### src/rtl/tick_strobe_gen.sv
// Converts a selected divided-clock bit into single-cycle enables in the fast clock domain,
// with a programmable edge prescaler and a wrapping game-tick counter.
module tick_strobe_gen #(
  parameter int DIV_W = 32,
  parameter int SEL_W = 5,
  parameter int PRE_W = 8,
  parameter int CNT_W = 16
) (
  input  logic             clock,
  input  logic             reset_n,
  input  logic [DIV_W-1:0] divided_clocks,
  input  logic [SEL_W-1:0] sel,
  input  logic             enable,
  input  logic [PRE_W-1:0] prescale,
  input  logic             clear,
  output logic             edge_pulse,
  output logic             game_tick,
  output logic [CNT_W-1:0] tick_count,
  output logic             sel_settling
);

  localparam logic [1:0] SETTLE_CYCLES = 2'd3;

  logic             sync0;
  logic             sync1;
  logic             prev;
  logic [SEL_W-1:0] sel_q;
  logic [1:0]       settle_cnt;
  logic [PRE_W-1:0] pre_cnt;
  logic [PRE_W-1:0] pre_last;
  logic             src_bit;
  logic             raw_edge;
  logic             qual_edge;
  logic             tick_due;

  assign src_bit      = divided_clocks[sel];
  assign raw_edge     = sync1 & ~prev;
  assign sel_settling = (settle_cnt != 2'd0);
  assign qual_edge    = raw_edge & ~sel_settling;

  // A prescale of 0 behaves as 1, so the terminal count is 0 in both cases.
  assign pre_last = (prescale == '0) ? '0 : (prescale - PRE_W'(1));
  assign tick_due = (pre_cnt >= pre_last);

  // Source sampling and the selection-change mask.
  always_ff @(posedge clock) begin
    if (!reset_n) begin
      sync0      <= 1'b0;
      sync1      <= 1'b0;
      prev       <= 1'b0;
      sel_q      <= sel;
      settle_cnt <= SETTLE_CYCLES;
    end else begin
      sync0 <= src_bit;
      sync1 <= sync0;
      prev  <= sync1;
      sel_q <= sel;
      if (sel != sel_q) begin
        settle_cnt <= SETTLE_CYCLES;
      end else if (settle_cnt != 2'd0) begin
        settle_cnt <= settle_cnt - 2'd1;
      end
    end
  end

  // Strobe output and prescaler; the strobe ignores enable and clear entirely.
  always_ff @(posedge clock) begin
    if (!reset_n) begin
      edge_pulse <= 1'b0;
      game_tick  <= 1'b0;
      pre_cnt    <= '0;
      tick_count <= '0;
    end else begin
      edge_pulse <= qual_edge;
      game_tick  <= 1'b0;
      if (clear) begin
        pre_cnt    <= '0;
        tick_count <= '0;
      end else if (qual_edge && enable) begin
        // ">=" lets a lowered prescale fire on the next edge instead of running to wrap.
        if (tick_due) begin
          game_tick  <= 1'b1;
          pre_cnt    <= '0;
          tick_count <= tick_count + CNT_W'(1);
        end else begin
          pre_cnt <= pre_cnt + PRE_W'(1);
        end
      end
    end
  end

endmodule

### config.mk
export PLATFORM = sky130hd
export DESIGN_NAME = tick_strobe_gen
export DESIGN_NICKNAME = d
export VERILOG_FILES = /design/src/rtl/tick_strobe_gen.sv
export SDC_FILE = /design/constraint.sdc
export NUM_CORES = 1
export LEC_CHECK = 0
export BUFFER_PORTS_ARGS = -buffer_cell sky130_fd_sc_hd__buf_2
export CAP_MARGIN = 20
export CORE_MARGIN = 5
export CORE_UTILIZATION = 54
export CTS_CLUSTER_DIAMETER = 60
export DETAILED_ROUTE_END_ITERATION = 12
export GPL_TIMING_DRIVEN = 0
export HOLD_SLACK_MARGIN = 0.1
export PLACE_DENSITY = 0.88
export SETUP_SLACK_MARGIN = 0.15
export SYNTH_ARGS = -nofsm -noshare
export SYNTH_HDL_FRONTEND = slang
export SYNTH_SLANG_ARGS = --single-unit
### constraint.sdc
create_clock -name clock -period 11.9 [get_ports clock]
set_input_delay 3.57 -clock clock [delete_from_list [all_inputs] [get_ports clock]]
set_output_delay 3.57 -clock clock [all_outputs]
set_load 0.05 [all_outputs]
==> reports/metrics.yaml, run 1 <==
grt_pass1_wl_microns: 8020
post_synthesis_compound_gate_area_fraction_pct: 8.62
critical_path.top_delay_family: "simple AND/OR/NAND/NOR gates"
grtUsageTotal_pct: 19.5
critPathCapture: "tick_count[9]"
outcome: "finished clean"
worst_slew_pin_slew_ns: 0.484
timing.max_cap.violations: 0
first_iter_violations: 53
timing.critical_path.depth: 15
layout_common_cells: "69 x sky130_fd_sc_hd__buf_2, 36 x sky130_fd_sc_hd__dfxtp_1, 26 x sky130_fd_sc_hd__nor2_1, 25 x sky130_fd_sc_hd__xor2_1"
powerDensity_mw_per_mm2: 94.0
synth.ff_latch_count: 36
post_synth.cell_area_avg_sq_um: 9.72
cts_post_setup_buffers_inserted: 0
synth_top_flop_cell: "sky130_fd_sc_hd__dfxtp_1"
synth.yosys.seq_area_share_pct: 35.0
power.total_mw: 0.239
core_area_sq_mm: 0.00369
worstHoldPathType: "register to register"
asyncSetResetFlopFracSynth_pct: 0
placed_area_sq_mm: 0.00246
critical_path_buf_inv_count: 3
htree_num_levels: 2
critical-path-top-cell-by-count: "sky130_fd_sc_hd__ha_1"
root_buffer: "sky130_fd_sc_hd__clkbuf_8"
finalClockSkew_ns: 0.00653
fin_nets: 347
slew_headroom_pct: 67.7
power_leakage_nw: 1.17
fin_ws_ns: 5.42
min_period_over_period_pct: 54.5
finalHoldViolations: 0
cp_slowest_stage_delay_ns: 0.53
synth_fa_ha_area_share_pct: 7.29
final_period_minus_worst_setup_slack_ns: 6.48
wire_per_inst_microns: 14.1
die-area_sq_mm: 0.00515
drt-pass1-iter-count: 4
antenna_cells: 0
startpoint_types: "input pin"
timing.critical_path.slowest_stage_cell: "sky130_fd_sc_hd__a2111oi_2"
insertion_delay_ns: 0.29
antenna_violating_nets_post_route: 0
peakVddDrop_mv: 0.109
postLayoutCellArea_sq_mm: 0.00255
worstSetupPathType: "input pin to register"
ios: 68
effective_utilization_at_floorplan_pct: 55.9
tritoncts: "built"
max_freq_ghz: 0.154
die_w_microns: 71.8
synth_enable_flop_cells: 0
timing.critical_path.arrival_ns: 6.63
drt_drc_violations_left: 0
regToRegStartpoint: "pre_cnt[0]"
drive_gt1_share_pct: 32.4
mostFrequentLayoutCell: "sky130_fd_sc_hd__buf_2"
place.gp.congestion: 0.789
required_ns: 12.05
ys.warnings.count: 0
use_met1_pct: 22.2
synthSimpleGateAreaFrac_pct: 21.1
grt.busiest_layer: "met2"
reg2reg_to: "tick_count[9]"
final.setup.tns_ns: 0
cp-end-kind: "register"
ctsLongestPathBuffers: 2
globalRouteMet3Util_pct: 6.03
postSynthCellCount: 212
rrSetupSlack_ns: 9.51
synth_xor_area_share_pct: 11.9
drv_slew: 0
route.detailed.vias_per_inst: 5.39
cell_area_after_synthesis_sq_mm: 0.00206
critical_path_cell_by_cell: "buf_2 > inv_1 > ha_1 > nor2b_1 > nand3b_1 > or3_1 > and2_1 > ha_1 > nand2b_1 > a2111oi_2 > nor3_4 > buf_4 > o211ai_1 > xor2_1 > nor2_1"
die-height_microns: 71.8
crit_start: "prescale[0]"
main_combinational_cell_family_by_area_after_synthesis: "simple AND/OR/NAND/NOR gates"
wirelength_microns: 4720
antenna_found_initial: 0
clk_pin_slew_ns: 0.07
place_hpwl_microns: 3630
r2r.worst_path.cells: 9
pre_cts_ws_ns: 5.16
cts-hold-fix-buffers: 0
cts.sinks: 36
synth_cell_types: 37
met2_usage_pct: 34.4
post_cts_resized: 0
synth_nets: 273
first_global_vias: 1895
flow.area_growth_from_synthesis_pct: 23.6
num_rows: 22
cts_inserted_buffers: 5
unrepaired_setup_endpoints_after_global_routing: "false"
dr_total_vias: 1804
muxShareOfSynthArea_pct: 12.9
worst-path-max-fanout: 10
grt_max_degree: 11
grt_total_ovfl: 0
setup_viol_count_final: 0
portBuffers: 67
## sequential cells by signal (all words and copies together), names as in the netlist
register    flops
tick_count     16
sel_q           5
sync1           1
edge_pulse      1
pre_cnt         8
game_tick       1
settle_cnt      2
prev            1
sync0           1
## layer usage
layer  vias up  wire length (microns)
li1        896                      -
met1       846                   1900
met2        54                   2390
met3         8                    349
met4         0                     82
met5         -                      0
## where the power goes
group | total (mW) | switching (mW) | internal, mW
Clock | 0.0883 | 0.0411 | 0.0472
Sequential | 0.123 | 0.000676 | 0.122
Combinational | 0.0282 | 0.0118 | 0.0164
Total | 0.239 | 0.0535 | 0.186
## worst min-delay path by stage
stage | start | endpoint | slack [ns] | cells after the start
detailed placement | sync0 | sync1 | 0.43 | 1
finish | sync0 | sync1 | 0.44 | 1
global route | sync0 | sync1 | 0.48 | 1
CTS | sync0 | sync1 | 0.45 | 1
floorplan | sync0 | sync1 | 0.41 | 1
global placement | sync0 | sync1 | 0.42 | 1
## cell families after synthesis
group | Yosys count
and+or+nand+nor | 81
buffers and inverters | 15
xor gates and xnor gates | 28
muxes | 14
adders and majority gates | 12
DFF | 36
AOI/OAI and AO/OA | 26
## area by class of cell
| type | count | area, sq um |
|---|---|---|
| Buffer | 9 | 43.8 |
| Clock buffer | 8 | 90.1 |
| Fill cell | 299 | 1140 |
| Inverter | 6 | 22.5 |
| Multi-Input combinational cell | 161 | 1270 |
| Sequential cell | 36 | 721 |
| Tap cell | 48 | 60.1 |
| Timing Repair Buffer | 67 | 335 |
## per-stage QoR
stage / util (%) / std cells / hold WS (ns)
finish: 69.0 / 335 / 0.445
global route: 69.0 / 335 / 0.481
CTS: 69.0 / 335 / 0.448
detailed placement: 66.6 / 327 / 0.429
global placement: 66.6 / 327 / 0.417
floorplan: - / 212 / 0.412
## synthesized netlist by cell type (4+ instances only)
library cell                instances  area share, %
sky130_fd_sc_hd__a21oi_1            5            1.2
sky130_fd_sc_hd__and2_1             4            1.2
sky130_fd_sc_hd__and3_1             5            1.5
sky130_fd_sc_hd__clkbuf_1           5           0.91
sky130_fd_sc_hd__dfxtp_1           36             35
sky130_fd_sc_hd__ha_1              12            7.3
sky130_fd_sc_hd__inv_1              6            1.1
sky130_fd_sc_hd__mux2i_1            4            1.9
sky130_fd_sc_hd__mux4_2            10             11
sky130_fd_sc_hd__nand2_1           12            2.2
sky130_fd_sc_hd__nand2b_1           4            1.2
sky130_fd_sc_hd__nand3_1            6            1.5
sky130_fd_sc_hd__nor2_1            26            4.7
sky130_fd_sc_hd__o2111ai_1          4            1.7
sky130_fd_sc_hd__o211ai_1           4            1.5
sky130_fd_sc_hd__o21ai_0            4           0.97
sky130_fd_sc_hd__o21ai_1            4           0.97
sky130_fd_sc_hd__or3_1              5            1.5
sky130_fd_sc_hd__xor2_1            25             11
Note: power is estimated with default switching activity, not from simulation.
==> run 2, diff against run 1 <==
--- a/config.mk
+++ b/config.mk
@@ -8,12 +8,12 @@
 export BUFFER_PORTS_ARGS = -buffer_cell sky130_fd_sc_hd__buf_2
 export CAP_MARGIN = 20
 export CORE_MARGIN = 5
-export CORE_UTILIZATION = 54
+export CORE_UTILIZATION = 45
 export CTS_CLUSTER_DIAMETER = 60
 export DETAILED_ROUTE_END_ITERATION = 12
 export GPL_TIMING_DRIVEN = 0
 export HOLD_SLACK_MARGIN = 0.1
-export PLACE_DENSITY = 0.88
+export PLACE_DENSITY = 0.78
 export SETUP_SLACK_MARGIN = 0.15
 export SYNTH_ARGS = -nofsm -noshare
 export SYNTH_HDL_FRONTEND = slang
==> constraint.sdc (replaced) <==
create_clock -name clock -period 5.9 [get_ports clock]
set_input_delay 1.77 -clock clock [delete_from_list [all_inputs] [get_ports clock]]
set_output_delay 1.77 -clock clock [all_outputs]
set_load 0.05 [all_outputs]
==> run 2 against run 1 <==
  * Sequential share of layout area decreased by 0.12 points
  * Clock power rose by 110%
  * Final area rose by 0.44%
  * Via count decreased by 1.6%
  * Non-clock buffer count is the same
  * Largest power group unchanged
==> reports/metrics.yaml, run 2 (synthesized netlist as in run 1, its figures left out) <==
cp_slowest_stage_delay_ns: 0.50  # was 0.53 ns
htree_num_levels: 2  # unchanged
worst-path-max-fanout: 10  # unchanged
power_leakage_nw: 1.18  # was 1.17 nW
finalHoldViolations: 0  # unchanged
die-height_microns: 77.7  # was 71.8 microns
cts-hold-fix-buffers: 0  # unchanged
grtUsageTotal_pct: 14.9  # was 19.5%
critical-path-top-cell-by-count: "sky130_fd_sc_hd__ha_1"  # unchanged
dr_total_vias: 1775  # was 1804
worstSetupPathType: "input pin to register"  # unchanged
cp-end-kind: "register"  # unchanged
cts.sinks: 36  # unchanged
grt_max_degree: 11  # unchanged
drv_slew: 0  # unchanged
final.hold.worst_slack_ns: 0.441  # was 0.445 ns
peakVddDrop_mv: 0.103  # was 0.109 mV
largest_registers: "tick_count (16), pre_cnt (8), sel_q (5)"  # unchanged
slew_headroom_pct: 70.1  # was 67.7%
route.detailed.vias_per_inst: 5.25  # was 5.39
final_period_minus_worst_setup_slack_ns: 4.62
regMostFlops: "tick_count"  # unchanged
drt_drc_violations_left: 0  # unchanged
grt_pass1_wl_microns: 7470  # was 8020 microns
die_w_microns: 77.7  # was 71.8 microns
startpoint_types: "input pin"  # unchanged
critical_path_cell_by_cell: "buf_2 > inv_1 > ha_1 > nor2b_1 > nand3b_1 > or3_1 > and2_1 > ha_1 > nand2b_1 > a2111oi_2 > nor3_4 > buf_4 > o2111ai_1 > xor2_1 > nor2_1"  # was buf_2 > inv_1 > ha_1 > nor2b_1 > nand3b_1 > or3_1 > and2_1 > ha_1 > nand2b_1 > a2111oi_2 > nor3_4 > buf_4 > o211ai_1 > xor2_1 > nor2_1
num_rows: 24  # was 22
drive_gt1_share_pct: 32.9  # was 32.4%
antenna_cells: 0  # unchanged
first_iter_violations: 43  # was 53
finalClockSkew_ns: 0.00442  # was 0.00653 ns
critical_path.top_delay_family: "simple AND/OR/NAND/NOR gates"  # unchanged
root_buffer: "sky130_fd_sc_hd__clkbuf_8"  # unchanged
core_area_sq_mm: 0.00438  # was 0.00369 sq mm
place_hpwl_microns: 3540  # was 3630 microns
flow.area_growth_from_synthesis_pct: 24.1  # was 23.6%
min_period_over_period_pct: 78.3
wire_per_inst_microns: 12.8  # was 14.1 microns
grt_total_ovfl: 0  # unchanged
worstHoldPathType: "register to register"  # unchanged
powerDensity_mw_per_mm2: 191  # was 94.0 mW/mm^2
die-area_sq_mm: 0.00603  # was 0.00515 sq mm
tritoncts: "built"  # unchanged
ctsLongestPathBuffers: 2  # unchanged
mostFrequentLayoutCell: "sky130_fd_sc_hd__buf_2"  # unchanged
setup_viol_count_final: 0  # unchanged
wirelength_microns: 4320  # was 4720 microns
drt-pass1-iter-count: 4  # unchanged
power.total_mw: 0.487  # was 0.239 mW
final.setup.tns_ns: 0  # unchanged
post_cts_resized: 0  # unchanged
critical_path_buf_inv_count: 3  # unchanged
max_reg_flops: 16  # unchanged
worst_slew_pin_slew_ns: 0.448  # was 0.484 ns
clk_pin_slew_ns: 0.06  # was 0.07 ns
place.gp.congestion: 0.795  # was 0.789
pre_cts_ws_ns: 0.971  # was 5.16 ns
fin_ws_ns: 1.28  # was 5.42 ns
cts_post_setup_buffers_inserted: 0  # unchanged
fin_nets: 347  # unchanged
insertion_delay_ns: 0.28  # was 0.29 ns
max_freq_ghz: 0.216
antenna_found_initial: 0  # unchanged
outcome: "finished clean"  # unchanged
unrepaired_setup_endpoints_after_global_routing: "false"  # unchanged
portBuffers: 67  # unchanged
timing.critical_path.slowest_stage_cell: "sky130_fd_sc_hd__a2111oi_2"  # unchanged
timing.max_cap.violations: 0  # unchanged
antenna_violating_nets_post_route: 0  # unchanged
timing.critical_path.arrival_ns: 4.78  # was 6.63 ns
first_global_vias: 1782  # was 1895
effective_utilization_at_floorplan_pct: 47.0  # was 55.9%
cts_inserted_buffers: 5  # unchanged
required_ns: 6.06  # was 12.05 ns
layout_common_cells: "69 x sky130_fd_sc_hd__buf_2, 36 x sky130_fd_sc_hd__dfxtp_1, 26 x sky130_fd_sc_hd__nor2_1, 25 x sky130_fd_sc_hd__xor2_1"  # unchanged
ios: 68  # unchanged
-- run 2: per-layer routing --
layer  track usage [%]  wire, microns  vias up
met4              5.15             72        0
met5                 0              0        -
met1              16.3           1800      813
met2              26.1           2110       60
li1                  -              -      896
met3              5.44            341        6
-- run 2: stage by stage --
step                cells  util, %  area, sq um
floorplan             212        -         2060
global placement      331     56.1         2460
detailed placement    331     56.1         2460
CTS                   338     58.3         2560
global route          338     58.3         2560
finish                338     58.3         2560
-- run 2: where the power goes --
part,switching (mW),internal (mW)
registers,0.00147,0.247
logic,0.0223,0.0330
clock network,0.0801,0.104
total,0.104,0.383
-- run 2: path summary, 6_finish.rpt --
check / startpoint / depth (start not counted) / slack (ns) / to
hold / removal: sync0 / 1 / 0.44 / sync1
hold reg to reg: sync0 / 1 / 0.44 / sync1
setup reg to reg: pre_cnt[0] / 9 / 3.58 / tick_count[8]
setup / recovery: prescale[0] / 15 / 1.28 / tick_count[8]
-- run 2: worst register-to-register path: cells and delay by family (launching register included) --
| kind | cells | cell delay, ns |
|---|---|---|
| buffers and inverters | 2 | 0.26 |
| XOR/XNOR | 1 | 0.17 |
| adder cells (fa/ha/maj) | 1 | 0.28 |
| flip-flops | 1 | 0.44 |
| AO/OA/AOI/OAI | 2 | 0.73 |
| AND/OR/NAND/NOR | 3 | 0.32 |
-- run 2: area by class of cell --
cell class / instances / area, sq um
fill: 405 / 1830
multi-input combinational: 161 / 1270
sequential: 36 / 721
timing repair buffer: 67 / 335
clock buffer: 7 / 96.3
tap: 52 / 65.1
buffer: 9 / 43.8
inverter: 6 / 22.5
